File: src/rtl/sccb_arbiter.sv
// sccb_arbiter
//   Shares one SCCB write master between NUM_REQ requesters. The arbiter picks a
//   winner (round-robin by default), latches its {reg_addr, data}, pulses
//   sccb_start, then waits for sccb_done. On a NACK it retries up to MAX_RETRY
//   extra times, and a hung master is caught by a timeout. After every
//   transaction there is an idle gap of GAP_CYCLES cycles before the next grant.
//
//   Build option: define SCCB_ARB_FIXED_PRIO_EN to make the lowest-index request
//   always win. The round-robin pointer is then held at 0.
//
// Ports
//   clk            tick clock, shared with the SCCB master
//   reset          asynchronous reset, active low
//   req            per-requester request level
//   req_addr       register address, slice i = [8i+7:8i]
//   req_data       write data, slice i = [8i+7:8i]
//   grant          one-hot owner, high from ISSUE until the response pulse
//   rsp_done       one-cycle pulse to the owner: write finished OK
//   rsp_err        one-cycle pulse to the owner: retries exhausted or timeout
//   sccb_start     one-cycle start pulse to the SCCB master
//   sccb_reg_addr  latched register address
//   sccb_data      latched write data
//   sccb_done      master completion pulse
//   sccb_nack      master saw a NACK, valid together with sccb_done
//   busy           high in every state except IDLE
//
// state     | meaning
// ----------+----------------------------------------------------------
// IDLE      | sample req, pick winner
// ISSUE     | grant winner, latch its payload, clear retry count
// START     | one-cycle sccb_start, load timeout timer
// WAIT_DONE | wait for sccb_done, retry on NACK, give up on timeout
// GAP       | grant dropped, idle gap timer running
module sccb_arbiter #(
   parameter int NUM_REQ        = 4,
   parameter int GAP_CYCLES     = 100,
   parameter int TIMEOUT_CYCLES = 1024,
   parameter int MAX_RETRY      = 2
) (
   input  logic                 clk,
   input  logic                 reset,
   input  logic [NUM_REQ-1:0]   req,
   input  logic [NUM_REQ*8-1:0] req_addr,
   input  logic [NUM_REQ*8-1:0] req_data,
   output logic [NUM_REQ-1:0]   grant,
   output logic [NUM_REQ-1:0]   rsp_done,
   output logic [NUM_REQ-1:0]   rsp_err,
   output logic                 sccb_start,
   output logic [7:0]           sccb_reg_addr,
   output logic [7:0]           sccb_data,
   input  logic                 sccb_done,
   input  logic                 sccb_nack,
   output logic                 busy
);

   localparam int IDX_W = $clog2(NUM_REQ);
   localparam int TO_W  = $clog2(TIMEOUT_CYCLES + 1);
   localparam int GAP_W = (GAP_CYCLES > 0) ? $clog2(GAP_CYCLES + 1) : 1;
   localparam int RTY_W = (MAX_RETRY > 0) ? $clog2(MAX_RETRY + 1) : 1;

   // Timers count down and expire on zero, so they are loaded with length-1.
   localparam logic [TO_W-1:0]  TO_LOAD  = TO_W'(TIMEOUT_CYCLES - 1);
   localparam logic [GAP_W-1:0] GAP_LOAD = GAP_W'((GAP_CYCLES > 0) ? GAP_CYCLES - 1 : 0);
   localparam logic [RTY_W-1:0] RTY_MAX  = RTY_W'(MAX_RETRY);
`ifndef SCCB_ARB_FIXED_PRIO_EN
   localparam logic [IDX_W-1:0] LAST_IDX = IDX_W'(NUM_REQ - 1);
`endif

   typedef enum logic [2:0] {
      ST_IDLE,
      ST_ISSUE,
      ST_START,
      ST_WAIT_DONE,
      ST_GAP
   } state_t;

   state_t            state_q, state_d;
   logic [IDX_W-1:0]  win_q, win_d;
   logic [IDX_W-1:0]  rr_ptr_q, rr_ptr_d;
   logic [RTY_W-1:0]  retry_cnt_q, retry_cnt_d;
   logic [TO_W-1:0]   to_cnt_q, to_cnt_d;
   logic [GAP_W-1:0]  gap_cnt_q, gap_cnt_d;
   logic [7:0]        addr_q, addr_d;
   logic [7:0]        data_q, data_d;

   logic [IDX_W-1:0]   pick;
   logic [NUM_REQ-1:0] win_oh;
   logic [7:0]         addr_sel;
   logic [7:0]         data_sel;
   logic               go_gap;

   // First set request at or above rr_ptr, wrapping. Offsets are scanned from
   // the top down so the smallest offset is the last (winning) assignment.
   // With rr_ptr held at 0 this reduces to lowest-index priority.
   always_comb begin
      pick = '0;
      for (int i = NUM_REQ - 1; i >= 0; i--) begin
         for (int j = 0; j < NUM_REQ; j++) begin
            if (rr_ptr_q == IDX_W'(j) && req[(i + j) % NUM_REQ]) begin
               pick = IDX_W'((i + j) % NUM_REQ);
            end
         end
      end
   end

   always_comb begin
      win_oh   = '0;
      addr_sel = '0;
      data_sel = '0;
      for (int i = 0; i < NUM_REQ; i++) begin
         if (win_q == IDX_W'(i)) begin
            win_oh[i] = 1'b1;
            addr_sel  = req_addr[i*8 +: 8];
            data_sel  = req_data[i*8 +: 8];
         end
      end
   end

   always_comb begin
      state_d     = state_q;
      win_d       = win_q;
      rr_ptr_d    = rr_ptr_q;
      retry_cnt_d = retry_cnt_q;
      to_cnt_d    = to_cnt_q;
      gap_cnt_d   = gap_cnt_q;
      addr_d      = addr_q;
      data_d      = data_q;
      grant       = '0;
      rsp_done    = '0;
      rsp_err     = '0;
      sccb_start  = 1'b0;
      busy        = 1'b1;
      go_gap      = 1'b0;

      case (state_q)
         ST_IDLE: begin
            busy = 1'b0;
            if (|req) begin
               win_d   = pick;
               state_d = ST_ISSUE;
            end
         end

         ST_ISSUE: begin
            grant       = win_oh;
            addr_d      = addr_sel;
            data_d      = data_sel;
            retry_cnt_d = '0;
            state_d     = ST_START;
         end

         ST_START: begin
            grant      = win_oh;
            sccb_start = 1'b1;
            to_cnt_d   = TO_LOAD;
            state_d    = ST_WAIT_DONE;
         end

         ST_WAIT_DONE: begin
            grant = win_oh;
            if (to_cnt_q != '0) begin
               to_cnt_d = to_cnt_q - 1'b1;
            end
            // A completion in the timeout cycle is honoured over the timeout.
            if (sccb_done) begin
               if (!sccb_nack) begin
                  rsp_done = win_oh;
                  go_gap   = 1'b1;
               end else if (retry_cnt_q < RTY_MAX) begin
                  retry_cnt_d = retry_cnt_q + 1'b1;
                  state_d     = ST_START;
               end else begin
                  rsp_err = win_oh;
                  go_gap  = 1'b1;
               end
            end else if (to_cnt_q == '0) begin
               rsp_err = win_oh;
               go_gap  = 1'b1;
            end
         end

         ST_GAP: begin
            if (gap_cnt_q == '0) begin
               state_d = ST_IDLE;
            end else begin
               gap_cnt_d = gap_cnt_q - 1'b1;
            end
         end

         default: begin
            state_d = ST_IDLE;
         end
      endcase

      if (go_gap) begin
         state_d   = ST_GAP;
         gap_cnt_d = GAP_LOAD;
`ifdef SCCB_ARB_FIXED_PRIO_EN
         rr_ptr_d  = '0;
`else
         rr_ptr_d  = (win_q == LAST_IDX) ? '0 : win_q + 1'b1;
`endif
      end
   end

   always_ff @(posedge clk or negedge reset) begin
      if (!reset) begin
         state_q     <= ST_IDLE;
         win_q       <= '0;
         rr_ptr_q    <= '0;
         retry_cnt_q <= '0;
         to_cnt_q    <= '0;
         gap_cnt_q   <= '0;
         addr_q      <= '0;
         data_q      <= '0;
      end else begin
         state_q     <= state_d;
         win_q       <= win_d;
         rr_ptr_q    <= rr_ptr_d;
         retry_cnt_q <= retry_cnt_d;
         to_cnt_q    <= to_cnt_d;
         gap_cnt_q   <= gap_cnt_d;
         addr_q      <= addr_d;
         data_q      <= data_d;
      end
   end

   assign sccb_reg_addr = addr_q;
   assign sccb_data     = data_q;

endmodule

File: config.mk
export PLATFORM = sky130hd
export DESIGN_NAME = sccb_arbiter
export DESIGN_NICKNAME = d
export VERILOG_FILES = /design/src/rtl/sccb_arbiter.sv
export SDC_FILE = /design/constraint.sdc
export NUM_CORES = 1
export LEC_CHECK = 0
export ABC_AREA = 1
export CAP_MARGIN = 20
export CORE_MARGIN = 8
export CORE_UTILIZATION = 49
export CTS_CLUSTER_DIAMETER = 40
export DETAILED_ROUTE_END_ITERATION = 7
export HOLD_SLACK_MARGIN = 0.05
export PLACE_DENSITY = 0.9
export SLEW_MARGIN = 20
export SYNTH_ARGS = -nofsm -noshare
export SYNTH_HDL_FRONTEND = slang
export SYNTH_SLANG_ARGS = --single-unit
File: constraint.sdc
create_clock -name clk -period 3.7 [get_ports clk]
set_clock_uncertainty 0.15 [all_clocks]
set_input_delay 0.74 -clock clk [delete_from_list [all_inputs] [get_ports clk]]
set_output_delay 0.74 -clock clk [all_outputs]
set_load 0.02 [all_outputs]
==> metrics.cfg, run 1 <==
[timing]
fin_crit_sh = 0.9437
rsz0062_at_grt = false
slew_viol_final = 0
worst_slew_pin_slew_ns = 0.9486
fin_setup_tns_ns = 0
holdWs_ns = 0.3541
worst_slack_ns = 0.2083
setup_viol = 0
post-route-min-period_ns = 3.492
max_freq_mhz = 286.4
slew_headroom = 0.3676
hold_viol = 0

[floorplan]
dieArea_um2 = 8547
core.rowCount = 28
pin_count = 102
fp.dieW_um = 92.45
die_y_um = 92.45
start_util = 0.4955
core_area_um2 = 5781

[power_and_ir_drop]
ir_worst_vdd_mv = 0.3137
power_density_nw_per_um2 = 779.9
power_leakage_uw = 0.001795

[finish]
area_growth_pct = 40.76
fin_nets = 577
final_util = 0.6974
drive_above_1_share = 0.08617
antenna_cells = 0
design_area_um2 = 4031
fillers = 454

[synthesis]
syn-num-nets = 477
avgSynthCellArea_um2 = 7.196
ys_ff_latch = 43
yosys_warnings = 0
synth_area_leaders = dfrtp_1 38%, nand2_1 11%, a21oi_1 9.4%
synth.yosys.seq_area_share = 0.3757
syn-instance-count = 398
syn-cell-area_um2 = 2864
ys_types = 34
synth.top_cell.area_share = 0.3757
yosys.area.top_type = dfrtp_1

[clocking]
h-tree-depth = 2
clk_pin_slew_ns = 0.08
insertion_delay_ns = 0.30
cts_buffer_depth = 2
postCtsResizedCells = 0
cts_buffers = 5
cts_hold_buffers = 0
cts_tree = yes
cts_setup_buffers = 0
cts_sinks = 43
cts_root_buf = clkbuf_8

[job]
max_cap_violations = 0

[placement]
placed_area_um2 = 3928
io_buffers = 101
dpl.hpwl_um = 7267
place.gp.congestion = 0.8959
post-place-ws_ns = 0.3064

[routing]
drt-initial-drc-count = 191
drt-pass1-iter-count = 4
viasPerCell = 5.348
wl_per_cell_um = 16.00
drc = 0
wirelength_um = 9185
vias = 3070
ant_nets = 0

[worst_hold_path]
min_path_cells = 2
hp-start = gap_cnt_q[6]$_DFFE_PN0P_
hp-class = reg -> reg
min_to = gap_cnt_q[6]$_DFFE_PN0P_

[global_routing]
globalRouteOverflowTotal = 0
antenna_found_initial = 0
grt_pass1_vias = 3118
grt_pass1_wl_um = 15260
grtUsageTotal = 0.2195
grt_max_degree = 44

[outcome]
status = completed

[critical_path]
crit_type = reg -> out
critPathLaunchType = flip-flop
r2r-end = to_cnt_q[10]$_DFFE_PN0P_
r2r_setup_slack_ns = 1.75
cp-end-kind = primary output
required_ns = 2.81
rr_worst_depth = 9
cp.arrival_ns = 2.60
crit_fanout = 5
r2r_start = to_cnt_q[0]$_DFFE_PN0P_

-- layer usage --
metal  track usage  up-vias  wire length, um
li1              -     1498                -
met1        0.2673     1428             3902
met2        0.3743      127             4349
met3       0.05178       17              734
met4       0.06846        0              199
met5             0        -                0
-- cell type report --
type / count / area, um^2 / share of cell area
Multi-Input combinational cell: 295 / 1530 / 0.3796
Inverter: 46 / 176.4 / 0.04376
Clock inverter: 1 / 7.507 / 0.001862
Clock buffer: 7 / 96.34 / 0.02390
Sequential cell: 43 / 1076 / 0.2669
Timing Repair Buffer: 107 / 1051 / 0.2607
Tap cell: 75 / 93.84 / 0.02328
-- logic make-up (layout without fill, tap and decap cells) --
| logic type | after synthesis | count (layout) | synth area share |
|---|---|---|---|
| XOR/XNOR | 8 | 8 | 0.02447 |
| buffers and inverters | 60 | 161 | 0.08999 |
| flip-flops | 43 | 43 | 0.3757 |
| AO/OA/AOI/OAI | 94 | 94 | 0.1883 |
| adder cells (fa/ha/maj) | 7 | 7 | 0.03058 |
| AND/OR/NAND/NOR | 186 | 186 | 0.2910 |
-- per-stage QoR --
stage               std cells  total power [uW]
global placement          566              2726
floorplan                 398              2141
detailed placement        566              2811
global route              574              3405
finish                    574              3144
CTS                       574              3149
-- Yosys cell counts, drive strengths merged --
| master | number |
|---|---|
| buf | 8 |
| o211ai | 16 |
| nor3 | 13 |
| xor2 | 7 |
| xnor2 | 1 |
| or2 | 2 |
| nand2 | 91 |
| nand3 | 21 |
| nor2 | 57 |
| a21oi | 54 |
| o21bai | 1 |
| clkbuf | 6 |
| nand3b | 1 |
| nand4 | 1 |
| ha | 7 |
| dfrtp | 43 |
| clkinv | 2 |
| o21ai | 23 |
| inv | 44 |
-- placed cells by master (no fill, tap or decap), drive strengths merged, types with 13 or more instances in the layout --
cell type      instances
clkdlybuf4s50        100
nand2                 91
nor2                  57
a21oi                 54
inv                   44
dfrtp                 43
o21ai                 23
nand3                 21
o211ai                16
nor3                  13
-- where the power goes --
part	internal (uW)	leakage (uW)	switching (uW)	total [uW]
clock	170	0.0000505	161	331
sequential	678	0.000492	162	840
combinational	760	0.00125	1210	1970
total	1610	0.00179	1540	3140
-- flip-flops by register name, indices dropped and copies added, names as in the netlist --
name,cells
sccb_data,8
to_cnt_q,11
state_q,3
rr_ptr_q,2
win_q,2
gap_cnt_q,7
sccb_reg_addr,8
retry_cnt_q,2
-- critical path, stage by stage (launching register included) --
cell             delay [ns]
dfrtp_1                0.40
inv_1                  0.14
ha_1                   0.29
nand2_2                0.13
nor2_4                 0.12
nand2_2                0.09
nand2_1                0.13
nand2_1                0.15
nor3_1                 0.18
clkdlybuf4s50_1        0.67
-- worst max-delay path by stage --
| stage | start | cells past startpoint | slack (ns) | end |
|---|---|---|---|---|
| global route | to_cnt_q[0]$_DFFE_PN0P_ | 9 | 0.05 | rsp_err[1] |
| finish | to_cnt_q[0]$_DFFE_PN0P_ | 9 | 0.21 | rsp_err[1] |
| detailed placement | sccb_done | 6 | 0.31 | rsp_err[1] |
| CTS | to_cnt_q[0]$_DFFE_PN0P_ | 9 | 0.23 | rsp_err[1] |
| global placement | sccb_nack | 6 | 0.37 | rsp_err[1] |
| floorplan | to_cnt_q[0]$_DFFE_PN0P_ | 8 | 1.08 | rsp_err[0] |
Note: power is estimated with default switching activity, not from simulation.
==> run 2, diff against run 1 <==
--- a/config.mk
+++ b/config.mk
@@ -7,7 +7,7 @@
 export LEC_CHECK = 0
 export ABC_AREA = 1
 export CAP_MARGIN = 20
-export CORE_MARGIN = 8
+export CORE_MARGIN = 2
 export CORE_UTILIZATION = 49
 export CTS_CLUSTER_DIAMETER = 40
 export DETAILED_ROUTE_END_ITERATION = 7
==> run 2 against run 1 <==
Compared with the run above: critical path depth is the same; highest routed layer unchanged; critical path type unchanged; fmax grew 2.1%; sequential power grew 1%; largest cell class unchanged; sequential share of layout area grew 0.22 points; core utilization grew 2.0 points; die area shrank 24%; setup slack gained 0.072 ns; count of clock-buffer cells in the layout shrank 1; power shrank 1.9%; cell count shrank 1.0%.
==> metrics.cfg, run 2 (synthesis results as in run 1) <==
[outcome]
status = completed  ; unchanged

[finish]
multiInputGateArea_um2 = 1533  ; was 1530 um^2
fin_nets = 575  ; was 577
largest_reg_flops = 11  ; unchanged
final_cell_mix = 100 x clkdlybuf4s50_1, 85 x nand2_1, 54 x a21oi_1  ; unchanged
ff_latch_area_um2 = 1076  ; unchanged
fillers = 428  ; was 454
antenna_cells = 0  ; unchanged
area_growth_pct = 39.62  ; was 40.76%
max_flop_register = to_cnt_q  ; unchanged
drive_above_1_share = 0.08266  ; was 0.08617
final_util = 0.7174  ; was 0.6974
finalNonFillerCells = 568  ; was 574
mostFrequentLayoutCell = clkdlybuf4s50_1  ; unchanged

[clocking]
cts_buffer_depth = 2  ; unchanged
cts_buffers = 5  ; unchanged
cts_hold_buffers = 0  ; unchanged
cts_sinks = 43  ; unchanged
insertion_delay_ns = 0.29  ; was 0.30 ns
cts_root_buf = clkbuf_8  ; unchanged
cts_tree = yes  ; unchanged
clk_pin_slew_ns = 0.07  ; was 0.08 ns
h-tree-depth = 2  ; unchanged

[critical_path]
cp.arrival_ns = 2.53  ; was 2.60 ns
required_ns = 2.81  ; about the same
crit_type = reg -> out  ; unchanged
cp-end-kind = primary output  ; unchanged
critPathLaunchType = flip-flop  ; unchanged
crit_fanout = 5  ; unchanged

[global_routing]
gr-usage-met3 = 0.05506  ; was 0.05178
grt_pass1_vias = 2900  ; was 3118
grt_pass1_wl_um = 13280  ; was 15260 um
use_met1 = 0.3206  ; was 0.2673
top_usage_layer = met2  ; unchanged
grt_max_degree = 44  ; unchanged
antenna_found_initial = 0  ; unchanged
met2_usage = 0.4492  ; was 0.3743
globalRouteOverflowTotal = 0  ; unchanged
grtUsageTotal = 0.2629  ; was 0.2195

[placement]
dp.cells = 561  ; was 566
dpl.hpwl_um = 6440  ; was 7267 um
post-place-ws_ns = 0.3747  ; was 0.3064 ns
io_buffers = 101  ; unchanged
place.gp.congestion = 0.9384  ; was 0.8959

[routing]
ant_nets = 0  ; unchanged
wirelength_um = 8350  ; was 9185 um
vias = 3047  ; was 3070
wl_per_cell_um = 14.70  ; was 16.00 um
drt-initial-drc-count = 215  ; was 191
drt-pass1-iter-count = 4  ; unchanged
viasPerCell = 5.364  ; was 5.348
drc = 0  ; unchanged

[timing]
hold_viol = 0  ; unchanged
slew_headroom = 0.3701  ; was 0.3676
max_freq_mhz = 292.4  ; was 286.4 MHz
post-route-min-period_ns = 3.420  ; was 3.492 ns
worst_slack_ns = 0.2802  ; was 0.2083 ns
fin_crit_sh = 0.9243  ; was 0.9437
slew_viol_final = 0  ; unchanged
fin_setup_tns_ns = 0  ; unchanged
rsz0062_at_grt = false  ; unchanged
setup_viol = 0  ; unchanged
worst_slew_pin_slew_ns = 0.9449  ; was 0.9486 ns

[worst_hold_path]
hp-class = reg -> reg  ; unchanged

[power_and_ir_drop]
swShare = 0.4890  ; was 0.4885
comb_power_share = 0.627  ; was 0.628
power_leakage_uw = 0.001780  ; was 0.001795 uW
power_density_nw_per_um2 = 771.4  ; was 779.9 nW/um^2
seqPwrFrac = 0.275  ; was 0.267
switchingPower_uw = 1508  ; was 1536 uW
internal_power_uw = 1576  ; was 1608 uW
ir_worst_vdd_mv = 0.4376  ; was 0.3137 mV
power_frac_clock = 0.097  ; was 0.105

[floorplan]
core.rowCount = 27  ; was 28
die_y_um = 80.45  ; was 92.45 um
dieArea_um2 = 6472  ; was 8547 um^2
core_area_um2 = 5574  ; was 5781 um^2
pin_count = 102  ; unchanged
start_util = 0.5138  ; was 0.4955
fp.dieW_um = 80.45  ; was 92.45 um

[job]
max_cap_violations = 0  ; unchanged

[run 2: cell types whose count changed in the layout (fill, tap and decap cells not counted)]
cell,before,now
clkinv_2,1,2
ha_2,0,1
buf_4,6,4
clkinvlp_4,1,0
clkbuf_8,7,6
ha_1,7,6
[run 2: power groups by stage]
stage          Clock (uW)  Combinational (uW)  Sequential (uW)
5_1_grt               331                2130              869
4_1_cts               307                1930              845
6_report              301                1930              850
3_5_place_dp            0                1930              851
2_1_floorplan           0                1210              927
3_3_place_gp            0                1860              844
[run 2: cell type report]
cell class	instances	share of cell area
sequential	43	0.2691
multi-input combinational	295	0.3833
clock buffer	6	0.02065
timing repair buffer	105	0.2591
clock inverter	1	0.001252
tap	72	0.02253
inverter	46	0.04412
[run 2: routing by layer]
metal  vias to the layer above  part of all wire
li1                       1500                 -
met3                        28             0.097
met2                       129              0.46
met4                         0             0.033
met5                         -                 0
met1                      1390              0.41
[run 2: worst paths after layout]
check | from | slack [ns] | cells past startpoint | endpoint
max | to_cnt_q[0]$_DFFE_PN0P_ | 0.28 | 9 | rsp_err[1]
min in group asynchronous | reset | 0.43 | 1 | sccb_data[3]$_DFFE_PN0P_
min reg2reg | gap_cnt_q[5]$_DFFE_PN0P_ | 0.35 | 2 | gap_cnt_q[5]$_DFFE_PN0P_
min | gap_cnt_q[5]$_DFFE_PN0P_ | 0.35 | 2 | gap_cnt_q[5]$_DFFE_PN0P_
max in group asynchronous | reset | 2.37 | 1 | to_cnt_q[10]$_DFFE_PN0P_
max reg2reg | win_q[0]$_DFFE_PN0P_ | 1.70 | 6 | sccb_data[7]$_DFFE_PN0P_
[run 2: what timing repair did]
action                     CTS  global route
resized for setup            0             1
setup endpoints to repair    0             1
setup buffers                0             0
[run 2: worst max-delay path: stages, from the launching register on]
cell and delay (ns):
dfrtp_1 0.41, inv_1 0.14, ha_1 0.28, nand2_2 0.12
nor2_4 0.11, nand2_2 0.09, nand2_1 0.12, nand2_1 0.14
nor3_1 0.16, clkdlybuf4s50_1 0.66
[run 2: metrics by stage]
step | area, um^2 | hold WS, ns | power [uW]
5_1_grt | 3999 | 0.3831 | 3331
2_1_floorplan | 2864 | 0.2944 | 2141
3_3_place_gp | 3909 | 0.3306 | 2705
3_5_place_dp | 3909 | 0.3390 | 2779
4_1_cts | 3996 | 0.3613 | 3084
6_report | 3999 | 0.3526 | 3085
